## src/rtl/gesture_pkg.sv

```systemverilog
// Shared types and default parameter values for the gesture power controller.
`timescale 1ns/1ps
package gesture_pkg;

  // FSM encoding: idle, waiting for right key (power-on), waiting for left key (power-off)
  typedef enum logic [1:0] {
    ST_IDLE      = 2'd0,
    ST_ON_ARMED  = 2'd1,
    ST_OFF_ARMED = 2'd2
  } gesture_state_t;

  localparam int unsigned DEF_CLK_HZ            = 100_000_000;
  localparam int unsigned DEF_SEC_W             = 4;
  localparam int unsigned DEF_DEFAULT_SEC       = 5;
  localparam int unsigned DEF_LONG_PRESS_CYCLES = 300_000_000;

  // Bits needed to count 0..n-1; never less than one bit.
  function automatic int unsigned cnt_width(input int unsigned n);
    return (n > 32'd1) ? $clog2(n) : 32'd1;
  endfunction

endpackage

```

## src/rtl/gesture_power_ctrl_param_long_press_detect.sv

```systemverilog
// Long-press detector: counts consecutive high cycles of a key and emits a
// single-cycle toggle on the LONG_PRESS_CYCLES-th one, then locks until release.
`timescale 1ns/1ps
module long_press_detect
  import gesture_pkg::*;
#(
  parameter int unsigned LONG_PRESS_CYCLES = DEF_LONG_PRESS_CYCLES
) (
  input  logic clk,
  input  logic rst_n,
  input  logic i_key,
  output logic o_toggle
);

  localparam int unsigned   CW       = cnt_width(LONG_PRESS_CYCLES);
  localparam logic [CW-1:0] HOLD_MAX = CW'(LONG_PRESS_CYCLES - 32'd1);

  logic [CW-1:0] r_hold_cnt;
  logic          r_lock;
  logic          w_hit;

  // The counter value equals (high cycles so far - 1), so a match fires during
  // the LONG_PRESS_CYCLES-th high cycle and the caller acts on the next edge.
  assign w_hit    = i_key && !r_lock && (r_hold_cnt == HOLD_MAX);
  assign o_toggle = w_hit;

  // Hold counter and lock: clear on release, saturate and lock after a hit.
  always_ff @(posedge clk or negedge rst_n) begin
    if (!rst_n) begin
      r_hold_cnt <= {CW{1'b0}};
      r_lock     <= 1'b0;
    end else if (!i_key) begin
      r_hold_cnt <= {CW{1'b0}};
      r_lock     <= 1'b0;
    end else if (w_hit) begin
      r_lock     <= 1'b1;
    end else if (r_hold_cnt != HOLD_MAX) begin
      r_hold_cnt <= r_hold_cnt + CW'(1'b1);
    end else begin
      r_hold_cnt <= r_hold_cnt;
    end
  end

endmodule

```

## src/rtl/gesture_power_ctrl_param.sv

```systemverilog
// Gesture power controller: left->right powers on, right->left powers off,
// each within a window of S seconds; a long press of power_key toggles power.
`timescale 1ns/1ps
module gesture_power_ctrl_param
  import gesture_pkg::*;
#(
  parameter int unsigned CLK_HZ            = DEF_CLK_HZ,
  parameter int unsigned SEC_W             = DEF_SEC_W,
  parameter int unsigned DEFAULT_SEC       = DEF_DEFAULT_SEC,
  parameter int unsigned LONG_PRESS_CYCLES = DEF_LONG_PRESS_CYCLES
) (
  input  logic             clk,
  input  logic             reset,
  input  logic             left_key,
  input  logic             right_key,
  input  logic             power_key,
  input  logic [SEC_W-1:0] timeout_sec,
  output logic             power_state,
  output logic             gesture_busy,
  output logic [SEC_W-1:0] countdown_sec,
  output logic             gesture_done,
  output logic             timeout_pulse
);

  localparam int unsigned      PW        = cnt_width(CLK_HZ);
  localparam logic [PW-1:0]    PRESC_MAX = PW'(CLK_HZ - 32'd1);
  localparam logic [PW-1:0]    PRESC_0   = {PW{1'b0}};
  localparam logic [SEC_W-1:0] SEC_DEF   = SEC_W'(DEFAULT_SEC);
  localparam logic [SEC_W-1:0] SEC_0     = {SEC_W{1'b0}};
  localparam logic [SEC_W-1:0] SEC_1     = SEC_W'(1'b1);

  gesture_state_t   r_state;
  gesture_state_t   w_state_nxt;
  logic             r_left_prev;
  logic             r_right_prev;
  logic [PW-1:0]    r_presc;
  logic [SEC_W-1:0] r_sec;
  logic             r_power;
  logic             r_busy;
  logic             r_done;
  logic             r_tmo;

  logic             w_left_rise;
  logic             w_right_rise;
  logic             w_toggle;
  logic [SEC_W-1:0] w_window;
  logic             w_armed;
  logic             w_arm_on;
  logic             w_arm_off;
  logic             w_complete;
  logic             w_restart;
  logic             w_expire;
  logic [PW-1:0]    w_presc_nxt;
  logic [SEC_W-1:0] w_sec_nxt;
  logic             w_power_nxt;
  logic             w_done_nxt;
  logic             w_tmo_nxt;

  long_press_detect #(
    .LONG_PRESS_CYCLES(LONG_PRESS_CYCLES)
  ) u_long_press (
    .clk     (clk),
    .rst_n   (reset),
    .i_key   (power_key),
    .o_toggle(w_toggle)
  );

  // Previous-value registers reset high so a key held through reset is not an edge.
  always_ff @(posedge clk or negedge reset) begin
    if (!reset) begin
      r_left_prev  <= 1'b1;
      r_right_prev <= 1'b1;
    end else begin
      r_left_prev  <= left_key;
      r_right_prev <= right_key;
    end
  end

  assign w_left_rise  = left_key  && !r_left_prev;
  assign w_right_rise = right_key && !r_right_prev;
  assign w_window     = (timeout_sec == SEC_0) ? SEC_DEF : timeout_sec;

  // Event decode shared by the next-state and output processes.
  assign w_armed    = (r_state == ST_ON_ARMED) || (r_state == ST_OFF_ARMED);
  assign w_arm_on   = (r_state == ST_IDLE) && w_left_rise && !w_right_rise && !r_power && !w_toggle;
  assign w_arm_off  = (r_state == ST_IDLE) && w_right_rise && !w_left_rise && r_power && !w_toggle;
  assign w_complete = ((r_state == ST_ON_ARMED) && w_right_rise) ||
                      ((r_state == ST_OFF_ARMED) && w_left_rise);
  assign w_restart  = ((r_state == ST_ON_ARMED) && w_left_rise) ||
                      ((r_state == ST_OFF_ARMED) && w_right_rise);
  // Window closes at the prescaler wrap that would take the seconds counter below 1.
  assign w_expire   = w_armed && (r_presc == PRESC_MAX) && (r_sec <= SEC_1);

  // FSM state register.
  always_ff @(posedge clk or negedge reset) begin
    if (!reset) begin
      r_state <= ST_IDLE;
    end else begin
      r_state <= w_state_nxt;
    end
  end

  // FSM next state; priority in armed states is toggle > completion > restart > timeout.
  always_comb begin
    w_state_nxt = r_state;
    case (r_state)
      ST_IDLE: begin
        if (w_arm_on) begin
          w_state_nxt = ST_ON_ARMED;
        end else if (w_arm_off) begin
          w_state_nxt = ST_OFF_ARMED;
        end else begin
          w_state_nxt = ST_IDLE;
        end
      end
      ST_ON_ARMED, ST_OFF_ARMED: begin
        if (w_toggle || w_complete) begin
          w_state_nxt = ST_IDLE;
        end else if (w_restart) begin
          w_state_nxt = r_state;
        end else if (w_expire) begin
          w_state_nxt = ST_IDLE;
        end else begin
          w_state_nxt = r_state;
        end
      end
      default: begin
        w_state_nxt = ST_IDLE;
      end
    endcase
  end

  // FSM outputs: next power, pulses, prescaler and seconds counter values.
  always_comb begin
    w_power_nxt = r_power;
    w_done_nxt  = 1'b0;
    w_tmo_nxt   = 1'b0;
    w_presc_nxt = PRESC_0;
    w_sec_nxt   = SEC_0;
    case (r_state)
      ST_IDLE: begin
        if (w_toggle) begin
          w_power_nxt = !r_power;
        end else if (w_arm_on || w_arm_off) begin
          w_sec_nxt   = w_window;
        end else begin
          w_sec_nxt   = SEC_0;
        end
      end
      ST_ON_ARMED, ST_OFF_ARMED: begin
        if (w_toggle) begin
          w_power_nxt = !r_power;
        end else if (w_complete) begin
          w_power_nxt = (r_state == ST_ON_ARMED);
          w_done_nxt  = 1'b1;
        end else if (w_restart) begin
          w_sec_nxt   = w_window;
        end else if (w_expire) begin
          w_tmo_nxt   = 1'b1;
        end else if (r_presc == PRESC_MAX) begin
          w_sec_nxt   = r_sec - SEC_1;
        end else begin
          w_sec_nxt   = r_sec;
          w_presc_nxt = r_presc + PW'(1'b1);
        end
      end
      default: begin
        w_power_nxt = r_power;
      end
    endcase
  end

  // Output and counter registers; all externally visible values come from here.
  always_ff @(posedge clk or negedge reset) begin
    if (!reset) begin
      r_power <= 1'b0;
      r_busy  <= 1'b0;
      r_done  <= 1'b0;
      r_tmo   <= 1'b0;
      r_presc <= PRESC_0;
      r_sec   <= SEC_0;
    end else begin
      r_power <= w_power_nxt;
      r_busy  <= (w_state_nxt != ST_IDLE);
      r_done  <= w_done_nxt;
      r_tmo   <= w_tmo_nxt;
      r_presc <= w_presc_nxt;
      r_sec   <= w_sec_nxt;
    end
  end

  assign power_state   = r_power;
  assign gesture_busy  = r_busy;
  assign countdown_sec = r_sec;
  assign gesture_done  = r_done;
  assign timeout_pulse = r_tmo;

endmodule

```

## config.mk

```make
export PLATFORM = sky130hd
export DESIGN_NAME = gesture_power_ctrl_param
export DESIGN_NICKNAME = d
export VERILOG_FILES = /design/src/rtl/gesture_pkg.sv /design/src/rtl/gesture_power_ctrl_param_long_press_detect.sv /design/src/rtl/gesture_power_ctrl_param.sv
export SDC_FILE = /design/constraint.sdc
export NUM_CORES = 1
export LEC_CHECK = 0
export BUFFER_PORTS_ARGS = -buffer_cell sky130_fd_sc_hd__clkbuf_2
export CORE_UTILIZATION = 55
export DETAILED_ROUTE_END_ITERATION = 10
export GPL_ROUTABILITY_DRIVEN = 0
export HOLD_SLACK_MARGIN = 0.05
export PLACE_DENSITY = 0.77
export SYNTH_ARGS = -nofsm -noshare
export SYNTH_HDL_FRONTEND = slang
export SYNTH_SLANG_ARGS = --single-unit
```

## constraint.sdc

```tcl
create_clock -name clk -period 5.73 [get_ports clk]
set_input_delay 0.573 -clock clk [delete_from_list [all_inputs] [get_ports clk]]
set_output_delay 0.573 -clock clk [all_outputs]
set_load 0.01 [all_outputs]
```

# Word-level counts from Yosys, hierarchy flattened
# Index checks and enable logic that the tools add are counted.
# word_totals
inputBits	9
latchBits	0
romBits	0
n_memories	0
output_inout_bits	8
word_cells	101
ramBits	0
register_bits	69
# classes
mux	38
reduce_logical	37
addsub	3
bitwise	0
shift	0
n_mul	0
magnitude_cmp	1
div_mod_pow	0
eq_ne	11
# ops
op	count
27-bit 2-to-1 mux	6
29-bit 2-to-1 mux	3
4-bit 2-to-1 mux	8
29-bit by 1-bit adder with 29-bit output, second input constant	1
29-bit == test, second input constant	1
29-bit inequality test, second input constant	1
27-bit by 1-bit adder with 27-bit output, second input constant	1
27-bit == test, second input constant	1
1-bit logical AND	18
1-bit 2-to-1 mux	13
2-bit 2-to-1 mux	5
4-bit case mux with 2 select lines	1
1-bit zero test	7
6-bit inequality test, second input constant	1
1-bit logical OR	5
4-bit by 1-bit <= comparator with 1-bit output, second input constant	1
4-bit zero test	1
2-bit by 1-bit inequality test with 1-bit output, second input constant	2
2-bit inequality test, second input constant	2
2-bit case mux with 2 select lines	1
2-bit nonzero test	2
4-bit by 1-bit subtractor with 4-bit output, second input constant	1
3-bit inequality test, second input constant	1
3-bit AND reduction	1
other kinds (6)	6

# Depth between registers and ports, before layout
# Gate-level depths: netlist of the first run.
# depth
word_depth	10
ltp_mapped	9
ltp_nobuf	7

# Hierarchy
# A second synthesis of the first run with hierarchy kept.
# unflattened
hier_cells	399
area_unflattened_um2	3796.1
# modules_own_cells
module	seq_area_each_um2	area_per_inst_um2	n_inst	cells_per_inst
gesture_power_ctrl_param	978.4	2217.1	1	240
long_press_detect	750.7	1579.0	1	159

# Worst setup path after synthesis of the first run
# No wires, ideal clock.
# synth_path
path_type	register to register
from	register u_long_press.r_hold_cnt[14]
to	register r_sec[3] (netlist: countdown_sec[3])
required_ps	5604
t_arrival_ps	2248
setup_ps	126
stages_incl_launch_ff	9
path_slack_ps	3356
synth_period_minus_slack_ps	2374
cell_sequence	dfrtp_1 -> buf_6 -> or4_1 -> or4_4 -> nor4_4 -> or3_1 -> buf_6 -> buf_6 -> o22ai_1
# synth_between
elab_chain_len	8
# synth_lines
item	line	rtl
start: declaration	gesture_power_ctrl_param_long_press_detect.sv:18	logic [CW-1:0] r_hold_cnt;
start signal: assignment	gesture_power_ctrl_param_long_press_detect.sv:30	r_hold_cnt <= {CW{1'b0}};
start signal: assignment	gesture_power_ctrl_param_long_press_detect.sv:33	r_hold_cnt <= {CW{1'b0}};
start signal: assignment	gesture_power_ctrl_param_long_press_detect.sv:38	r_hold_cnt <= r_hold_cnt + CW'(1'b1);
29-bit == test *	gesture_power_ctrl_param_long_press_detect.sv:24	assign w_hit = i_key && !r_lock && (r_hold_cnt == HOLD_MAX);
1-bit logical AND *	gesture_power_ctrl_param_long_press_detect.sv:24	
1-bit zero test	gesture_power_ctrl_param.sv:85, gesture_power_ctrl_param.sv:86	
1-bit logical AND (on tied branches)	gesture_power_ctrl_param.sv:85, gesture_power_ctrl_param.sv:86	
1-bit logical OR	gesture_power_ctrl_param.sv:144	end else if (w_arm_on || w_arm_off) begin
4-bit 2-to-1 mux	gesture_power_ctrl_param.sv:144	
4-bit 2-to-1 mux	gesture_power_ctrl_param.sv:142	if (w_toggle) begin
4-bit case mux with 2 select lines	gesture_power_ctrl_param.sv:140	case (r_state)
end signal: assignment	gesture_power_ctrl_param.sv:188	r_sec <= w_sec_nxt;
end: declaration	gesture_power_ctrl_param.sv:37	logic [SEC_W-1:0] r_sec;
# Mark *: on every way between the ends. The rest lies on a longest branch, timed or not.
# A chain may end at the register's enable or synchronous reset.

# Worst setup path after layout of the first run
# layout_path
from	register u_long_press.r_hold_cnt[14]
to	register r_sec[2] (netlist: countdown_sec[2])
# The elaborated chain is that of the path after synthesis.

==> results of run 1 <==
==> placed cells by master, fill, tap and decap left out, types with 5 or more instances in the layout <==
| cell type | Yosys | layout |
|---|---|---|
| nand4_1 | 14 | 14 |
| and3_1 | 11 | 11 |
| nor2b_1 | 7 | 7 |
| xnor2_1 | 15 | 15 |
| a21boi_0 | 5 | 5 |
| nor4_1 | 7 | 6 |
| and4_1 | 8 | 8 |
| and2_1 | 21 | 21 |
| ha_1 | 8 | 8 |
| xor2_1 | 32 | 32 |
| inv_1 | 12 | 12 |
| dfrtp_1 | 67 | 67 |
| clkbuf_2 | 0 | 15 |
| clkbuf_8 | 0 | 10 |
| o21ai_0 | 11 | 11 |
| nand2_1 | 25 | 25 |
| or3_1 | 6 | 6 |
| nor3_1 | 13 | 13 |
| nand3_1 | 25 | 25 |
| nor2_1 | 42 | 42 |
==> worst max-delay path, stage by stage (launching register included) <==
cell and delay, ps:
dfrtp_1 460, or4_1 530, or4_4 500, nor4_4 400, or3_1 950, nand4_1 180, o221ai_1 120
==> worst min-delay path by stage <==
| stage | startpoint | slack, ps | end |
|---|---|---|---|
| 2_1_floorplan | reset | 280 | countdown_sec[0] |
| 3_3_place_gp | r_presc[0] | 470 | r_presc[0] |
| 3_5_place_dp | r_presc[0] | 470 | r_presc[0] |
| 4_1_cts | right_key | 310 | r_right_prev |
| 5_1_grt | right_key | 300 | r_right_prev |
| 6_report | right_key | 320 | r_right_prev |
==> registers in the layout, indices dropped and copies added, names as in the netlist <==
name / flops
u_long_press.r_hold_cnt: 29
r_presc: 27
countdown_sec: 4
r_state: 2
gesture_busy: 1
gesture_done: 1
power_state: 1
r_left_prev: 1
r_right_prev: 1
timeout_pulse: 1
u_long_press.r_lock: 1
==> kinds of logic after synthesis <==
| logic type | synth area share (%) |
|---|---|
| xor+xnor | 11.04 |
| flops | 46.39 |
| buf+inv | 3.525 |
| compound gates | 5.908 |
| simple gates | 30.18 |
| mux | 0.2686 |
| fa+ha+maj | 2.686 |
==> layout make-up <==
| cell class | count | area share (%) |
|---|---|---|
| clock buffers | 10 | 3.388 |
| clock inverters | 6 | 2.310 |
| inverters | 12 | 1.109 |
| multi-input cells | 293 | 46.10 |
| flip-flops and latches | 69 | 42.56 |
| well taps | 77 | 2.371 |
| repair buffers | 17 | 2.156 |
==> power breakdown <==
group / switching (mW) / internal, mW / leakage, nW
sequential: 0.00864 / 0.496 / 0.949
combinational: 0.0477 / 0.0262 / 0.716
clock: 0.200 / 0.261 / 0.113
==> layer usage <==
layer  GRT usage (%)  wire, um  vias to the layer above
met4           7.680       125                        0
met5               0         0                        -
li1                -         -                     1386
met2           35.84      3276                       58
met1           27.89      3272                     1346
met3           5.801       301                       11
==> per-stage QoR <==
step	power [mW]	util, %	hold WS [ps]	instances	setup slack (ps)
2_1_floorplan	0.5622	-	277.4	387	3356
3_3_place_gp	0.5865	59.32	469.6	468	2593
3_5_place_dp	0.5893	59.32	473.6	468	2512
4_1_cts	1.049	62.90	305.2	484	2496
5_1_grt	1.079	62.90	299.1	484	2223
6_report	1.039	62.90	316.1	484	2491
==> results.yml, run 1 <==
critical_path:
  regToRegSetupSlack_ps: 2490
  cp-endpoint: "countdown_sec[2]"
  cp_max_fo: 34
  rr_worst_depth: 6
  path_class: "flop to flop"
  arrival_ps: 3490
  rr_startpoint: "u_long_press.r_hold_cnt[14]"
  required_ps: 5980
  r2r-end: "countdown_sec[2]"
  cp-start-kind: "flop"
  cp-end-kind: "flop"
  startpoint: "u_long_press.r_hold_cnt[14]"
clock_network:
  clock_latency_ps: 340
  clkSinkCount: 69
  postCtsSetupRepairBufs: 0
  numCtsBuffers: 9
  cts.htree.levels: 3
  cts_tree: "done"
  cts_hold_buf: 0
  cts_resized: 0
  cts_buffer_depth: 2
  cts_root_buffer: "clkbuf_8"
  clkTransAtPathRegs_ps: 80
synthesis:
  ys_top_cells_by_area: "dfrtp_1 (45%), xor2_1 (7.5%), nor2_1 (4.2%)"
  yosysTopAreaCell: "dfrtp_1"
  synth_edf_count: 0
  syn_inst: 387
  post-synth-top-count-cell: "dfrtp_1"
  syn_area_um2: 3727
  synth.distinct_cells: 43
  postSynthAreaPerCell_um2: 9.631
  yosys.area.top_type_share_pct: 44.98
  async_reset_ff_share_pct: 100.0
  synth_common_cells: "dfrtp_1 (67), nor2_1 (42), xor2_1 (32)"
  ys_seq_area_share_pct: 46.39
  ys.warnings.count: 0
  ys_ff_latch: 69
  synth_nets: 404
  dominantRegCellSynth: "dfrtp_1"
route:
  drtIter0Drc: 176
  firstDrtPassIters: 7
  ant_nets: 0
  wl_per_cell_um: 14.41
  vias: 2801
  drc: 2
  routed_via_density: 5.787
  drt-total-wl_um: 6976
floorplanning:
  boundaryPins: 17
  start_util_pct: 57.71
  core_area_um2: 6459
  dieArea_um2: 7110
  die_w_um: 84.32
  die_h_um: 84.32
  rows: 29
layout:
  fillCellCount: 534
  antenna_cells: 0
  multi_input_area_um2: 1873
  finalInstanceArea_um2: 4063
  fin_nets: 419
  syn_to_final_growth_pct: 8.996
  drive_gt1_share_pct: 10.57
  seqCellArea_um2: 1729
grt:
  grt_pass1_vias: 2746
  antenna_found_initial: 0
  grt_max_degree: 70
  grt_pass1_wl_um: 12390
  grt_overflow: 0
  gr-usage-all-layers_pct: 21.77
power_and_ir_drop:
  p_leak_nw: 1.779
  ir_drop_uv: 159.6
  p_per_area_nw_per_um2: 255.9
sta:
  fin_crit_ps: 3239
  slew_headroom_pct: 24.60
  setup_viol: 0
  tightest_slew_ps: 1131
  rsz0062_at_grt: "false"
  post-route-period-util_pct: 56.53
  skew_ps: 8.647
  finalHoldViolations: 0
  fin_tns_setup_ps: 0
  fmax_ghz: 0.3087
  drv_slew: 0
hold_path:
  min_path_type: "input port to flop"
  hold_depth: 1
placement:
  placed_area_um2: 3831
  portBuffers: 16
  dp_hpwl_um: 4789
outcome:
  violations: "design-rule violations"
  status: "finished with violations"
run:
  drv_cap: 0
Power figures use the tool's default switching activity.
==> inputs of run 2 (changes only) <==
==> constraint.sdc (replaced) <==
create_clock -name clk -period 3.2 [get_ports clk]
set_input_delay 0.32 -clock clk [delete_from_list [all_inputs] [get_ports clk]]
set_output_delay 0.32 -clock clk [all_outputs]
set_load 0.01 [all_outputs]
==> results.yml, run 2 (synthesis gave the netlist of run 1 again) <==
sta:
  post-route-period-util_pct: 82.38
  setup_viol: 0
  finalHoldViolations: 0
  fmax_ghz: 0.3793
  fin_tns_setup_ps: 0
  fin_crit_ps: 2636
  tightest_slew_ps: 891.3
  drv_slew: 0
  rsz0062_at_grt: "false"
  slew_headroom_pct: 39.83
  skew_ps: 10.92
route:
  drtIter0Drc: 191
  vias: 2872
  wl_per_cell_um: 15.40
  drt-total-wl_um: 7577
  drc: 4
  firstDrtPassIters: 8
  routed_via_density: 5.837
  ant_nets: 0
critical_path:
  cp-end-kind: "flop"
  rr_worst_depth: 6
  cp_max_fo: 15
  arrival_ps: 2880
  required_ps: 3440
  r2r-end: "r_presc[6]"
  rr_startpoint: "u_long_press.r_hold_cnt[14]"
  cp-start-kind: "flop"
  path_class: "flop to flop"
  regToRegSetupSlack_ps: 560
floorplanning:
  die_h_um: 84.32
  core_area_um2: 6459
  rows: 29
  start_util_pct: 57.71
  boundaryPins: 17
  die_w_um: 84.32
  dieArea_um2: 7110
grt:
  grt_max_degree: 44
  gr-usage-all-layers_pct: 23.17
  grt_pass1_wl_um: 12980
  grt_pass1_vias: 2781
  antenna_found_initial: 0
  grt_overflow: 0
layout:
  mostFrequentLayoutCells: "dfrtp_1 (67), nor2_1 (42), xor2_1 (32)"
  largest_reg_flops: 29
  fillCellCount: 516
  antenna_cells: 0
  top_register: "u_long_press.r_hold_cnt"
  final_common_cell: "dfrtp_1"
  syn_to_final_growth_pct: 11.04
  fin_nets: 427
  drive_gt1_share_pct: 12.05
  seqCellArea_um2: 1729
  multi_input_area_um2: 1873
hold_path:
  min_to: "r_left_prev"
  hold_path.startpoint: "left_key"
  min_path_type: "input port to flop"
  hold_depth: 1
clock_network:
  clock_latency_ps: 360
  postCtsSetupRepairBufs: 0
  cts_tree: "done"
  clkSinkCount: 69
  cts_buffer_depth: 2
  clkTransAtPathRegs_ps: 80
  cts.htree.levels: 3
  cts_root_buffer: "clkbuf_8"
  numCtsBuffers: 9
outcome:
  violations: "design-rule violations"
  status: "finished with violations"
placement:
  dp_hpwl_um: 5163
  portBuffers: 16
power_and_ir_drop:
  p_per_area_nw_per_um2: 463.7
  p_leak_nw: 1.828
  total_power_mw: 1.919
  ir_drop_uv: 242.3
run:
  drv_cap: 0
run 2: how the worst max path moves through the flow:
| stage | from | endpoint | slack (ps) | cells after the start |
|---|---|---|---|---|
| 2_1_floorplan | u_long_press.r_hold_cnt[14] | countdown_sec[3] | 830 | 8 |
| 6_report | u_long_press.r_hold_cnt[14] | r_presc[6] | 560 | 6 |
| 5_1_grt | u_long_press.r_hold_cnt[14] | r_presc[6] | 360 | 6 |
| 3_5_place_dp | u_long_press.r_hold_cnt[14] | r_presc[6] | 580 | 6 |
| 3_3_place_gp | u_long_press.r_hold_cnt[14] | r_presc[16] | 650 | 6 |
| 4_1_cts | u_long_press.r_hold_cnt[14] | r_presc[6] | 570 | 6 |
run 2: layer usage:
layer / share of wire (%) / wire, um / global-route usage [%] / up-vias
li1: - / - / - / 1403
met1: 44 / 3357 / 30.04 / 1382
met2: 49 / 3736 / 38.60 / 74
met3: 4.4 / 332 / 4.326 / 13
met4: 2.0 / 150 / 9.091 / 0
met5: 0 / 0 / 0 / -
run 2: critical path, cell delays in order (launching register included):
cell,delay (ps)
dfrtp_1,460
or4_1,540
or4_4,510
nor4_4,180
or3_1,480
buf_4,290
nor2_1,80
run 2: area by class of cell:
| cell class | instances | share of cell area [%] |
|---|---|---|
| well taps | 77 | 2.328 |
| clock inverters | 7 | 2.932 |
| repair buffers | 25 | 3.628 |
| multi-input cells | 293 | 45.25 |
| clock buffers | 9 | 2.993 |
| flip-flops and latches | 69 | 41.78 |
| inverters | 12 | 1.088 |
run 2: repair_timing:
item,4_1_cts,5_1_grt
hold buffers,1,0
endpoints found under the hold margin,24,0
resized for setup,0,0
run 2: per-stage QoR:
step | util, % | cell area, um2 | std cells | hold slack, ps | setup slack (ps)
finish | 64.08 | 4139 | 492 | 62.57 | 563.7
global route | 64.08 | 4139 | 492 | 57.52 | 361.9
CTS | 64.08 | 4139 | 492 | 58.95 | 568.4
detailed placement | 60.13 | 3884 | 475 | 360.7 | 584.1
global placement | 60.13 | 3884 | 475 | 344.7 | 649.5
floorplan | - | 3727 | 387 | 24.41 | 826.3
run 2: power breakdown:
group	switching (mW)	internal (mW)	total [mW]
Clock	0.355	0.521	0.877
Sequential	0.0159	0.889	0.905
Combinational	0.0864	0.0516	0.138
Total	0.458	1.46	1.92
